File: config.mk
export PLATFORM = sky130hd
export DESIGN_NAME = riscv_bus_arbiter_flat
export DESIGN_NICKNAME = d
export VERILOG_FILES = /design/src/rtl/riscv_bus_pkg.sv /design/src/rtl/riscv_bus_arbiter_if.sv /design/src/rtl/riscv_bus_arbiter.sv /design/src/flat_wrapper.sv
export SDC_FILE = /design/constraint.sdc
export NUM_CORES = 1
export LEC_CHECK = 0
export CAP_MARGIN = 20
export CELL_PAD_IN_SITES_DETAIL_PLACEMENT = 1
export CELL_PAD_IN_SITES_GLOBAL_PLACEMENT = 2
export CORE_MARGIN = 1
export CORE_UTILIZATION = 28
export CTS_CLUSTER_DIAMETER = 50
export CTS_CLUSTER_SIZE = 8
export DETAILED_ROUTE_END_ITERATION = 7
export GPL_TIMING_DRIVEN = 0
export MAX_ROUTING_LAYER = met4
export PLACE_DENSITY_LB_ADDON = 0.1
export SYNTH_ARGS = -nofsm -noshare
export SYNTH_HDL_FRONTEND = slang
export SYNTH_SLANG_ARGS = --single-unit
File: constraint.sdc
create_clock -name clk -period 2.98 [get_ports clk]
set_clock_uncertainty 0.1 [all_clocks]
set_input_delay 0.447 -clock clk [delete_from_list [all_inputs] [get_ports clk]]
set_output_delay 0.447 -clock clk [all_outputs]
set_load 0.05 [all_outputs]
File: src/rtl/riscv_bus_pkg.sv
// riscv_bus_pkg
// Shared types and constants for the instruction/data memory arbiter.
//   arb_state_e : arbiter FSM states (IDLE, ISSUE, WAIT_RSP)
//   bus_owner_e : which requester owns the transaction in flight
//   MASK_*      : byte-enable patterns carried on mem_cmd_mask
package riscv_bus_pkg;

    typedef enum logic [1:0] {
        IDLE     = 2'd0,
        ISSUE    = 2'd1,
        WAIT_RSP = 2'd2
    } arb_state_e;

    typedef enum logic {
        OWNER_I = 1'b0,
        OWNER_D = 1'b1
    } bus_owner_e;

    localparam logic [3:0] MASK_BYTE = 4'b0001;
    localparam logic [3:0] MASK_HALF = 4'b0011;
    localparam logic [3:0] MASK_WORD = 4'b1111;

endpackage : riscv_bus_pkg

File: src/rtl/riscv_bus_arbiter_if.sv
// riscv_bus_arbiter_if
// Bundles the three channels around the arbiter:
//   iBus_*  : instruction fetch command and response (core side)
//   dBus_*  : data load/store command and response (core side)
//   mem_*   : shared memory command and response (fabric side)
// Modports:
//   slave   : the arbiter's view (takes core commands, drives memory)
//   master  : the environment's view (core plus memory model)
interface riscv_bus_arbiter_if;

    logic        iBus_cmd_valid;
    logic        iBus_cmd_ready;
    logic [31:0] iBus_cmd_payload_pc;
    logic        iBus_rsp_ready;
    logic        iBus_rsp_err;
    logic [31:0] iBus_rsp_instr;

    logic        dBus_cmd_valid;
    logic        dBus_cmd_ready;
    logic [31:0] dBus_cmd_payload_addr;
    logic [31:0] dBus_cmd_payload_data;
    logic [3:0]  dBus_cmd_payload_size;
    logic        dBus_cmd_payload_wr;
    logic        dBus_rsp_valid;
    logic [31:0] dBus_rsp_data;
    logic        dBus_rsp_error;

    logic        mem_cmd_valid;
    logic        mem_cmd_ready;
    logic [31:0] mem_cmd_addr;
    logic [31:0] mem_cmd_data;
    logic [3:0]  mem_cmd_mask;
    logic        mem_cmd_wr;
    logic        mem_rsp_valid;
    logic [31:0] mem_rsp_data;
    logic        mem_rsp_err;

    modport slave (
        input  iBus_cmd_valid, iBus_cmd_payload_pc,
        output iBus_cmd_ready, iBus_rsp_ready, iBus_rsp_err, iBus_rsp_instr,
        input  dBus_cmd_valid, dBus_cmd_payload_addr, dBus_cmd_payload_data,
        input  dBus_cmd_payload_size, dBus_cmd_payload_wr,
        output dBus_cmd_ready, dBus_rsp_valid, dBus_rsp_data, dBus_rsp_error,
        output mem_cmd_valid, mem_cmd_addr, mem_cmd_data, mem_cmd_mask, mem_cmd_wr,
        input  mem_cmd_ready, mem_rsp_valid, mem_rsp_data, mem_rsp_err
    );

    modport master (
        output iBus_cmd_valid, iBus_cmd_payload_pc,
        input  iBus_cmd_ready, iBus_rsp_ready, iBus_rsp_err, iBus_rsp_instr,
        output dBus_cmd_valid, dBus_cmd_payload_addr, dBus_cmd_payload_data,
        output dBus_cmd_payload_size, dBus_cmd_payload_wr,
        input  dBus_cmd_ready, dBus_rsp_valid, dBus_rsp_data, dBus_rsp_error,
        input  mem_cmd_valid, mem_cmd_addr, mem_cmd_data, mem_cmd_mask, mem_cmd_wr,
        output mem_cmd_ready, mem_rsp_valid, mem_rsp_data, mem_rsp_err
    );

endinterface : riscv_bus_arbiter_if

File: src/rtl/riscv_bus_arbiter.sv
// riscv_bus_arbiter
// Shares one memory command/response channel between the instruction bus
// and the data bus. One transaction is outstanding at a time: a command is
// granted in IDLE, presented to memory from a register in ISSUE, and its
// response is routed back to the owner from WAIT_RSP as a one-cycle pulse.
// dBus wins arbitration unless iBus has lost MAX_WAIT times in a row. A
// response that never arrives is replaced by an error after TIMEOUT cycles.
// Ports:
//   clk   : clock, rising edge
//   rstf  : asynchronous active-low reset
//   bus   : iBus / dBus / mem channels (riscv_bus_arbiter_if.slave)
//   busy  : high whenever a transaction is in flight (state != IDLE)
module riscv_bus_arbiter
    import riscv_bus_pkg::*;
#(
    parameter int MAX_WAIT = 4,     // 1..15
    parameter int TIMEOUT  = 255    // 0 disables the response timeout
) (
    input  logic                       clk,
    input  logic                       rstf,
    riscv_bus_arbiter_if.slave         bus,
    output logic                       busy
);

    localparam int              TO_W         = (TIMEOUT > 0) ? $clog2(TIMEOUT + 1) : 1;
    localparam logic [TO_W-1:0] TO_LAST      = TO_W'((TIMEOUT > 0) ? TIMEOUT - 1 : 0);
    localparam logic [3:0]      STARVE_LIMIT = 4'(MAX_WAIT);
    localparam logic [3:0]      STARVE_MAX   = 4'hF;

    arb_state_e      state_q, state_d;
    bus_owner_e      owner_q, owner_d;
    logic [3:0]      starve_cnt_q, starve_cnt_d;
    logic [TO_W-1:0] to_cnt_q, to_cnt_d;

    logic            mem_cmd_valid_q, mem_cmd_valid_d;
    logic [31:0]     mem_cmd_addr_q, mem_cmd_addr_d;
    logic [31:0]     mem_cmd_data_q, mem_cmd_data_d;
    logic [3:0]      mem_cmd_mask_q, mem_cmd_mask_d;
    logic            mem_cmd_wr_q, mem_cmd_wr_d;

    logic            i_rsp_valid_q, i_rsp_valid_d;
    logic            i_rsp_err_q, i_rsp_err_d;
    logic [31:0]     i_rsp_instr_q, i_rsp_instr_d;
    logic            d_rsp_valid_q, d_rsp_valid_d;
    logic            d_rsp_err_q, d_rsp_err_d;
    logic [31:0]     d_rsp_data_q, d_rsp_data_d;

    logic            grant_i, grant_d;
    logic            rsp_fire;
    logic            rsp_err;
    logic [31:0]     rsp_data;

    // Arbitration: only meaningful in IDLE. iBus takes the grant when dBus is
    // absent or when iBus has already been passed over MAX_WAIT times.
    always_comb begin
        // NOTE: every combinational output gets a default before any branch,
        // so no path leaves a signal unassigned and no latch is inferred.
        grant_i = 1'b0;
        grant_d = 1'b0;
        if (state_q == IDLE) begin
            if (bus.iBus_cmd_valid &&
                (!bus.dBus_cmd_valid || (starve_cnt_q >= STARVE_LIMIT))) begin
                grant_i = 1'b1;
            end else if (bus.dBus_cmd_valid) begin
                grant_d = 1'b1;
            end
        end
    end

    // Response selection in WAIT_RSP: a real memory response beats the
    // timeout when both happen in the same cycle.
    always_comb begin
        rsp_fire = 1'b0;
        rsp_err  = 1'b0;
        rsp_data = 32'h0;
        if (state_q == WAIT_RSP) begin
            if (bus.mem_rsp_valid) begin
                rsp_fire = 1'b1;
                rsp_err  = bus.mem_rsp_err;
                rsp_data = bus.mem_rsp_data;
            end else if ((TIMEOUT != 0) && (to_cnt_q == TO_LAST)) begin
                rsp_fire = 1'b1;
                rsp_err  = 1'b1;
                rsp_data = 32'h0;
            end
        end
    end

    // Next-state and datapath.
    always_comb begin
        state_d         = state_q;
        owner_d         = owner_q;
        starve_cnt_d    = starve_cnt_q;
        to_cnt_d        = to_cnt_q;
        mem_cmd_valid_d = mem_cmd_valid_q;
        mem_cmd_addr_d  = mem_cmd_addr_q;
        mem_cmd_data_d  = mem_cmd_data_q;
        mem_cmd_mask_d  = mem_cmd_mask_q;
        mem_cmd_wr_d    = mem_cmd_wr_q;
        // Response valids are pulses; data/err hold until the next response.
        i_rsp_valid_d   = 1'b0;
        i_rsp_err_d     = i_rsp_err_q;
        i_rsp_instr_d   = i_rsp_instr_q;
        d_rsp_valid_d   = 1'b0;
        d_rsp_err_d     = d_rsp_err_q;
        d_rsp_data_d    = d_rsp_data_q;

        unique case (state_q)
            IDLE: begin
                if (grant_i) begin
                    owner_d         = OWNER_I;
                    mem_cmd_valid_d = 1'b1;
                    mem_cmd_addr_d  = bus.iBus_cmd_payload_pc;
                    mem_cmd_data_d  = 32'h0;
                    mem_cmd_mask_d  = MASK_WORD;
                    mem_cmd_wr_d    = 1'b0;
                    starve_cnt_d    = 4'h0;
                    state_d         = ISSUE;
                end else if (grant_d) begin
                    owner_d         = OWNER_D;
                    mem_cmd_valid_d = 1'b1;
                    mem_cmd_addr_d  = bus.dBus_cmd_payload_addr;
                    mem_cmd_data_d  = bus.dBus_cmd_payload_data;
                    mem_cmd_mask_d  = bus.dBus_cmd_payload_size;
                    mem_cmd_wr_d    = bus.dBus_cmd_payload_wr;
                    // iBus only counts as starved if it actually asked.
                    if (bus.iBus_cmd_valid && (starve_cnt_q != STARVE_MAX)) begin
                        starve_cnt_d = starve_cnt_q + 4'h1;
                    end
                    state_d         = ISSUE;
                end
            end

            ISSUE: begin
                // Payload registers hold; memory may stall indefinitely here.
                if (bus.mem_cmd_ready) begin
                    mem_cmd_valid_d = 1'b0;
                    to_cnt_d        = '0;
                    state_d         = WAIT_RSP;
                end
            end

            WAIT_RSP: begin
                to_cnt_d = to_cnt_q + 1'b1;
                if (rsp_fire) begin
                    if (owner_q == OWNER_I) begin
                        i_rsp_valid_d = 1'b1;
                        i_rsp_err_d   = rsp_err;
                        i_rsp_instr_d = rsp_data;
                    end else begin
                        d_rsp_valid_d = 1'b1;
                        d_rsp_err_d   = rsp_err;
                        d_rsp_data_d  = rsp_data;
                    end
                    state_d = IDLE;
                end
            end

            default: state_d = IDLE;
        endcase
    end

    // NOTE: state is updated with non-blocking assignments so every flop
    // samples the pre-edge value of every other flop, independent of order.
    always_ff @(posedge clk or negedge rstf) begin
        if (!rstf) begin
            state_q         <= IDLE;
            owner_q         <= OWNER_I;
            starve_cnt_q    <= 4'h0;
            to_cnt_q        <= '0;
            mem_cmd_valid_q <= 1'b0;
            mem_cmd_addr_q  <= 32'h0;
            mem_cmd_data_q  <= 32'h0;
            mem_cmd_mask_q  <= 4'h0;
            mem_cmd_wr_q    <= 1'b0;
            i_rsp_valid_q   <= 1'b0;
            i_rsp_err_q     <= 1'b0;
            i_rsp_instr_q   <= 32'h0;
            d_rsp_valid_q   <= 1'b0;
            d_rsp_err_q     <= 1'b0;
            d_rsp_data_q    <= 32'h0;
        end else begin
            state_q         <= state_d;
            owner_q         <= owner_d;
            starve_cnt_q    <= starve_cnt_d;
            to_cnt_q        <= to_cnt_d;
            mem_cmd_valid_q <= mem_cmd_valid_d;
            mem_cmd_addr_q  <= mem_cmd_addr_d;
            mem_cmd_data_q  <= mem_cmd_data_d;
            mem_cmd_mask_q  <= mem_cmd_mask_d;
            mem_cmd_wr_q    <= mem_cmd_wr_d;
            i_rsp_valid_q   <= i_rsp_valid_d;
            i_rsp_err_q     <= i_rsp_err_d;
            i_rsp_instr_q   <= i_rsp_instr_d;
            d_rsp_valid_q   <= d_rsp_valid_d;
            d_rsp_err_q     <= d_rsp_err_d;
            d_rsp_data_q    <= d_rsp_data_d;
        end
    end

    assign bus.iBus_cmd_ready = grant_i;
    assign bus.dBus_cmd_ready = grant_d;
    assign bus.iBus_rsp_ready = i_rsp_valid_q;
    assign bus.iBus_rsp_err   = i_rsp_err_q;
    assign bus.iBus_rsp_instr = i_rsp_instr_q;
    assign bus.dBus_rsp_valid = d_rsp_valid_q;
    assign bus.dBus_rsp_error = d_rsp_err_q;
    assign bus.dBus_rsp_data  = d_rsp_data_q;
    assign bus.mem_cmd_valid  = mem_cmd_valid_q;
    assign bus.mem_cmd_addr   = mem_cmd_addr_q;
    assign bus.mem_cmd_data   = mem_cmd_data_q;
    assign bus.mem_cmd_mask   = mem_cmd_mask_q;
    assign bus.mem_cmd_wr     = mem_cmd_wr_q;
    assign busy               = (state_q != IDLE);

endmodule : riscv_bus_arbiter

File: src/flat_wrapper.sv
// flat-port wrapper written by rule: the top's interface ports become plain ports
module riscv_bus_arbiter_flat import riscv_bus_pkg::*;
#(
    parameter int MAX_WAIT = 4,             
    parameter int TIMEOUT  = 255                                      
)
  (clk, rstf, busy, bus_iBus_cmd_valid, bus_iBus_cmd_payload_pc, bus_iBus_cmd_ready, bus_iBus_rsp_ready, bus_iBus_rsp_err, bus_iBus_rsp_instr, bus_dBus_cmd_valid, bus_dBus_cmd_payload_addr, bus_dBus_cmd_payload_data, bus_dBus_cmd_payload_size, bus_dBus_cmd_payload_wr, bus_dBus_cmd_ready, bus_dBus_rsp_valid, bus_dBus_rsp_data, bus_dBus_rsp_error, bus_mem_cmd_valid, bus_mem_cmd_addr, bus_mem_cmd_data, bus_mem_cmd_mask, bus_mem_cmd_wr, bus_mem_cmd_ready, bus_mem_rsp_valid, bus_mem_rsp_data, bus_mem_rsp_err);
  riscv_bus_arbiter_if bus_i ();
  input  logic clk;
  input  logic rstf;
  output logic busy;
  input wire logic [$bits(bus_i.iBus_cmd_valid)-1:0] bus_iBus_cmd_valid;
  input wire logic [$bits(bus_i.iBus_cmd_payload_pc)-1:0] bus_iBus_cmd_payload_pc;
  output wire logic [$bits(bus_i.iBus_cmd_ready)-1:0] bus_iBus_cmd_ready;
  output wire logic [$bits(bus_i.iBus_rsp_ready)-1:0] bus_iBus_rsp_ready;
  output wire logic [$bits(bus_i.iBus_rsp_err)-1:0] bus_iBus_rsp_err;
  output wire logic [$bits(bus_i.iBus_rsp_instr)-1:0] bus_iBus_rsp_instr;
  input wire logic [$bits(bus_i.dBus_cmd_valid)-1:0] bus_dBus_cmd_valid;
  input wire logic [$bits(bus_i.dBus_cmd_payload_addr)-1:0] bus_dBus_cmd_payload_addr;
  input wire logic [$bits(bus_i.dBus_cmd_payload_data)-1:0] bus_dBus_cmd_payload_data;
  input wire logic [$bits(bus_i.dBus_cmd_payload_size)-1:0] bus_dBus_cmd_payload_size;
  input wire logic [$bits(bus_i.dBus_cmd_payload_wr)-1:0] bus_dBus_cmd_payload_wr;
  output wire logic [$bits(bus_i.dBus_cmd_ready)-1:0] bus_dBus_cmd_ready;
  output wire logic [$bits(bus_i.dBus_rsp_valid)-1:0] bus_dBus_rsp_valid;
  output wire logic [$bits(bus_i.dBus_rsp_data)-1:0] bus_dBus_rsp_data;
  output wire logic [$bits(bus_i.dBus_rsp_error)-1:0] bus_dBus_rsp_error;
  output wire logic [$bits(bus_i.mem_cmd_valid)-1:0] bus_mem_cmd_valid;
  output wire logic [$bits(bus_i.mem_cmd_addr)-1:0] bus_mem_cmd_addr;
  output wire logic [$bits(bus_i.mem_cmd_data)-1:0] bus_mem_cmd_data;
  output wire logic [$bits(bus_i.mem_cmd_mask)-1:0] bus_mem_cmd_mask;
  output wire logic [$bits(bus_i.mem_cmd_wr)-1:0] bus_mem_cmd_wr;
  input wire logic [$bits(bus_i.mem_cmd_ready)-1:0] bus_mem_cmd_ready;
  input wire logic [$bits(bus_i.mem_rsp_valid)-1:0] bus_mem_rsp_valid;
  input wire logic [$bits(bus_i.mem_rsp_data)-1:0] bus_mem_rsp_data;
  input wire logic [$bits(bus_i.mem_rsp_err)-1:0] bus_mem_rsp_err;
  assign bus_i.iBus_cmd_valid = bus_iBus_cmd_valid;
  assign bus_i.iBus_cmd_payload_pc = bus_iBus_cmd_payload_pc;
  assign bus_iBus_cmd_ready = bus_i.iBus_cmd_ready;
  assign bus_iBus_rsp_ready = bus_i.iBus_rsp_ready;
  assign bus_iBus_rsp_err = bus_i.iBus_rsp_err;
  assign bus_iBus_rsp_instr = bus_i.iBus_rsp_instr;
  assign bus_i.dBus_cmd_valid = bus_dBus_cmd_valid;
  assign bus_i.dBus_cmd_payload_addr = bus_dBus_cmd_payload_addr;
  assign bus_i.dBus_cmd_payload_data = bus_dBus_cmd_payload_data;
  assign bus_i.dBus_cmd_payload_size = bus_dBus_cmd_payload_size;
  assign bus_i.dBus_cmd_payload_wr = bus_dBus_cmd_payload_wr;
  assign bus_dBus_cmd_ready = bus_i.dBus_cmd_ready;
  assign bus_dBus_rsp_valid = bus_i.dBus_rsp_valid;
  assign bus_dBus_rsp_data = bus_i.dBus_rsp_data;
  assign bus_dBus_rsp_error = bus_i.dBus_rsp_error;
  assign bus_mem_cmd_valid = bus_i.mem_cmd_valid;
  assign bus_mem_cmd_addr = bus_i.mem_cmd_addr;
  assign bus_mem_cmd_data = bus_i.mem_cmd_data;
  assign bus_mem_cmd_mask = bus_i.mem_cmd_mask;
  assign bus_mem_cmd_wr = bus_i.mem_cmd_wr;
  assign bus_i.mem_cmd_ready = bus_mem_cmd_ready;
  assign bus_i.mem_rsp_valid = bus_mem_rsp_valid;
  assign bus_i.mem_rsp_data = bus_mem_rsp_data;
  assign bus_i.mem_rsp_err = bus_mem_rsp_err;
  riscv_bus_arbiter #(.MAX_WAIT(MAX_WAIT), .TIMEOUT(TIMEOUT)) u_core (.clk(clk), .rstf(rstf), .bus(bus_i), .busy(busy));
endmodule
* Word-level counts from Yosys, hierarchy flattened
Cells that the tools add are included.
** Cells by class
- Reductions and logical operators :: 17
- Shifts and indexed selects :: 0
- Divide/modulo/power cells :: 0
- $add $sub $neg :: 2
- Equality and inequality tests :: 7
- Multipliers :: 0
- Bitwise operators :: 1
- Multiplexer cells :: 39
- $lt $le $gt $ge :: 1
** Operators by type and width (number)
- 2-to-1 mux 32 bit :: 5
- 2-to-1 mux 1 bit :: 21
- 2-to-1 mux 4 bit :: 5
- one-hot mux 8 bit (2 select lines) :: 1
- AND reduction 3 bit :: 5
- nonzero test 2 bit :: 5
- adder 8 x 1 -> 8 bit (second input constant) :: 1
- == test 8 bit (second input constant) :: 1
- 2-to-1 mux 2 bit :: 4
- 2-to-1 mux 8 bit :: 1
- one-hot mux 2 bit (3 select lines) :: 1
- adder 4 x 1 -> 4 bit (second input constant) :: 1
- greater-or-equal comparator 4 x 3 -> 1 bit (second input constant) :: 1
- inequality test 4 bit (second input constant) :: 1
- AND reduction 2 bit :: 2
- inequality test 3 bit (second input constant) :: 1
- == test 2 x 1 -> 1 bit (second input constant) :: 1
- == test 2 bit (second input constant) :: 1
- logical AND 1 bit :: 2
- logical NOT 2 bit :: 1
- inequality test 2 x 1 -> 1 bit (second input constant) :: 1
- inequality test 2 bit (second input constant) :: 1
- one-hot mux 1 bit (2 select lines) :: 1
- logical NOT 1 bit :: 1
- other kinds (2) :: 2
** Word-level totals
- Memory bits (writable) :: 0
- Memories :: 0
- Memory bits (read-only) :: 0
- Bits in latches :: 0
- Word-level logic and storage cells :: 82
- Output and inout port bits :: 141
- Flip-flop bits (word level) :: 153

* Depth between registers and ports, before layout
- Word-level depth :: 8
- Depth in mapped cells :: 6
- Gate-level depth less buffers :: 4

* Worst setup path after synthesis
OpenSTA, ideal clock, no wires.
- Path type :: register -> output
- From :: register u_core.state_q[1]
- To :: output port bus_dBus_cmd_ready
- Path slack :: 1.213 ns
- Path buffers :: 1
- Data arrival time :: 1.220 ns
- Cell stages (with the launch flop) :: 5
- Cells stage by stage :: dfrtp_1 nor2_4 nand3_2 inv_2 buf_2
** Between the ends
- Cells in the longest elaborated chain, start to end :: 2
** RTL lines
- start, declared :: RTL line riscv_bus_arbiter.sv:30 : arb_state_e state_q, state_d;
- start signal, assigned :: RTL line riscv_bus_arbiter.sv:183 : state_q <= state_d;
- logical NOT 2 bit :: RTL line riscv_bus_arbiter.sv:60 : if (state_q == IDLE) begin
- 2-to-1 mux 1 bit :: RTL line riscv_bus_arbiter.sv:60
- end, declared :: RTL line flat_wrapper.sv:23 : output wire logic [$bits(bus_i.dBus_cmd_ready)-1:0] bus_dBus_cmd_ready;
Every way passes these cells.

* Final worst setup path
- From :: input port bus_dBus_cmd_valid
- To :: output port bus_iBus_cmd_ready
** Between the ends
- Cells in the longest elaborated chain, start to end :: 5
** RTL lines
- start, declared :: RTL line flat_wrapper.sv:18 : input wire logic [$bits(bus_i.dBus_cmd_valid)-1:0] bus_dBus_cmd_valid;
- logical NOT 1 bit :: RTL line riscv_bus_arbiter.sv:62 : (!bus.dBus_cmd_valid || (starve_cnt_q >= STARVE_LIMIT))) begin
- logical OR 1 bit :: RTL line riscv_bus_arbiter.sv:62
- logical AND 1 bit :: RTL line riscv_bus_arbiter.sv:61 : if (bus.iBus_cmd_valid &&
- 2-to-1 mux 1 bit :: RTL line riscv_bus_arbiter.sv:61
- 2-to-1 mux 1 bit :: RTL line riscv_bus_arbiter.sv:60
- end, declared :: RTL line flat_wrapper.sv:14 : output wire logic [$bits(bus_i.iBus_cmd_ready)-1:0] bus_iBus_cmd_ready;
Every way passes these cells.

==> impl_metrics.yaml <==
run_status:
  outcome: "finished clean"
power:
  power_density_nw_per_um2: 1130
  peakVddDrop_uv: 475
  p_leak_nw: 4.74
clock_tree:
  cts_setup_buffers: 0
  numCtsBuffers: 17
  path_clk_slew_ps: 70
  cts_tree: "done"
  htreeDepth: 4
  clk_latency_ps: 420
  cts.path.max_buffers: 2
  cts.sinks: 153
  cts_root_buf: "clkbuf_16"
timing:
  timing.final.ws_setup_ps: 125
  fin_tns_setup_ps: 0
  fmax_mhz: 350
  worst_slew_pin_slew_ps: 618
  finalCritPeriodShare_pct: 95.8
  hold_viol: 0
  rsz0062_at_grt: "no"
  setup_viol: 0
  min_period_ps: 2860
  report.final.slew_viol_count: 0
  slew_headroom_pct: 58.5
synth:
  yosysWarnings: 0
  syn_nets: 717
  synthArstFlopShare_pct: 100
  ys_types: 47
  synthCells: 574
  synth_top_flop_cell: "dfrtp_1"
  synth-edff-count: 0
  yosysSeqAreaShare_pct: 57.6
  syn_area_per_cell_um2: 11.6
  synth_area_um2: 6640
  yosys_register_bits: 153
worst_setup_path:
  reg2reg_to: "u_core.bus.mem_cmd_addr[23]"
  reg2reg_depth: 4
  crit_chain: "clkdlybuf4s50_1 -> or3b_1 -> nand3_2 -> buf_6 -> inv_2 -> dlygate4sd2_1"
  r2r_start: "u_core.state_q[1]"
  max_stage_delay_ps: 590
  slowest_stage: "clkdlybuf4s50_1"
  crit_fanout: 10
  critPathLaunchType: "input pin"
  crit_type: "input pin to output pin"
  path_delay_family: "buffers and inverters"
  critPathRequiredTime_ps: 2430
  reg2reg_setup_slack_ps: 1160
  cp_num_buf_inv: 4
  critPathCaptureType: "output pin"
  cp.arrival_ps: 2310
final_layout:
  drive_above_1_share_pct: 13.0
  multi_input_area_um2: 2280
  final_nets: 1018
  diodes: 0
  fillers: 2564
  utilization_pct: 44.8
  area_growth_syn_to_layout_pct: 57.9
  seqCellArea_um2: 3830
drt:
  drc: 0
  wl_per_cell_um: 19.4
  routed_via_density: 4.85
  drt-total-wl_mm: 23.5
  routed-via-count: 5850
  antenna_left: 0
  drt_iter0_drc: 245
  drt_pass1_iterations: 4
grt:
  track_usage_pct: 20.0
  use_met1_pct: 23.4
  grt_pass1_wl_mm: 36.0
  grt-busiest-layer: "met2"
  use_met2_pct: 32.6
  antenna_found_initial: 0
  grt_pass1_vias: 6421
  grt_overflow: 0
  use_met3_pct: 6.17
  grt_max_degree: 87
floorplanning:
  die_area_um2: 24300
  rows: 56
  die_w_um: 156
  initial_core_util_pct: 28.4
  die_h_um: 156
  ios: 281
  core_um2: 23400
worst_hold_path:
  min_to: "u_core.bus.mem_cmd_mask[2]"
  holdCritStartpoint: "u_core.bus.mem_cmd_mask[2]"
  holdPathStages: 1
  hold_class: "flop to flop"
placed_design:
  dp_hpwl_mm: 17.1
  numPortBuffers: 280
  place_ws_ps: -308
  gp_congestion: 0.793
job:
  drv_cap: 0
[timing repair]
item,4_1_cts,5_1_grt
hold endpoints to repair,67,0
resized for setup,4,1
hold buffers,1,0
setup endpoints to repair,2,1
pin swaps,0,0
[how the worst max path moves through the flow]
stage                                  start                           to  slack (ps)  depth (start not counted)
after floorplan            u_core.state_q[1]           bus_dBus_cmd_ready        1210                          4
after detailed placement  bus_iBus_cmd_valid           bus_dBus_cmd_ready        -310                          6
after global routing      bus_iBus_cmd_valid           bus_dBus_cmd_ready           9                          6
after global placement                  rstf  u_core.bus.mem_cmd_data[31]       -5240                          1
final                     bus_dBus_cmd_valid           bus_iBus_cmd_ready         120                          6
after CTS                  u_core.state_q[1]                         busy          20                          4
[worst reg2reg max path, stage by stage, from the launching register on]
cell and delay, ps:
dfrtp_1 430, nor2_4 220, nand3_2 270, clkbuf_1 360, o221a_2 330
[registers in the layout, indices dropped and copies added (netlist names), 2 cells and up]
| name | flops |
|---|---|
| u_core.to_cnt_q | 8 |
| u_core.bus.dBus_rsp_data | 32 |
| u_core.bus.iBus_rsp_instr | 32 |
| u_core.bus.mem_cmd_data | 32 |
| u_core.starve_cnt_q | 4 |
| u_core.state_q | 2 |
| u_core.bus.mem_cmd_addr | 32 |
| u_core.bus.mem_cmd_mask | 4 |
[routing by layer]
metal / vias to the layer above / wire length [µm]
met5: - / 0
met4: 0 / 404
met3: 23 / 1640
met2: 199 / 11400
met1: 2920 / 10000
li1: 2708 / -
[cells by family after synthesis]
| family | after synthesis | synth area share [%] |
|---|---|---|
| multiplexers | 5 | 0.772 |
| flip-flops | 153 | 57.6 |
| AND/OR/NAND/NOR | 43 | 3.90 |
| adder cells (fa/ha/maj) | 3 | 0.565 |
| AO/OA/AOI/OAI | 253 | 29.0 |
| buffers and inverters | 117 | 8.12 |
[placed cells by master (no fill, tap or decap), types with 6 or more instances in the layout]
| cell | instances |
|---|---|
| clkdlybuf4s50_1 | 276 |
| o21ai_1 | 53 |
| nand2_1 | 7 |
| a22o_1 | 34 |
| a22oi_1 | 54 |
| dfrtp_1 | 153 |
| nand3_1 | 8 |
| buf_2 | 15 |
| inv_6 | 6 |
| buf_6 | 8 |
| o221a_2 | 31 |
| a22oi_2 | 10 |
| inv_1 | 69 |
| clkbuf_1 | 15 |
| o21ai_0 | 17 |
| nor2_1 | 8 |
| o21bai_1 | 32 |
| clkbuf_16 | 17 |
[stage by stage]
step,cells,cell area [µm²],total power (W),hold slack (ps)
2_1_floorplan,574,6640,0.00742,51.4
3_3_place_gp,1173,9850,0.00956,381
3_5_place_dp,1174,9880,0.00970,351
4_1_cts,1207,10500,0.0120,397
5_1_grt,1207,10500,0.0125,416
6_report,1207,10500,0.0119,397
[cell usage after synthesis, drive strengths merged, types with 2 or more instances]
cell      n  share of area (%)
dfrtp   153                 58
inv      72                4.1
o21ai    70                5.3
a22oi    64                8.0
a22o     34                4.5
o21bai   32                3.6
o221a    32                5.4
buf      28                3.1
clkbuf   17                1.0
nand3    10               0.90
nor2      9               0.62
nand2     7               0.40
a21oi     5               0.38
a31oi     4               0.38
mux2i     4               0.60
o22a      4               0.53
ha        3               0.57
or3b      3               0.40
nand2b    2               0.19
nand3b    2               0.23
o211ai    2               0.23
or4       2               0.23
[power by group]
part / switching [W] / leakage [nW] / total [W] / internal (W)
sequential: 0.000515 / 1.66 / 0.00332 / 0.00280
combinational: 0.00395 / 2.79 / 0.00633 / 0.00237
clock: 0.000975 / 0.287 / 0.00226 / 0.00128
[final cells by class]
type	count	share of cell area, %
clock inverter	14	1.53
multi-input combinational	304	21.7
buffer	45	2.56
tap	319	3.80
inverter	72	2.58
sequential	153	36.5
clock buffer	18	4.19
timing repair buffer	282	27.1
Power figures use the tool's default switching activity.
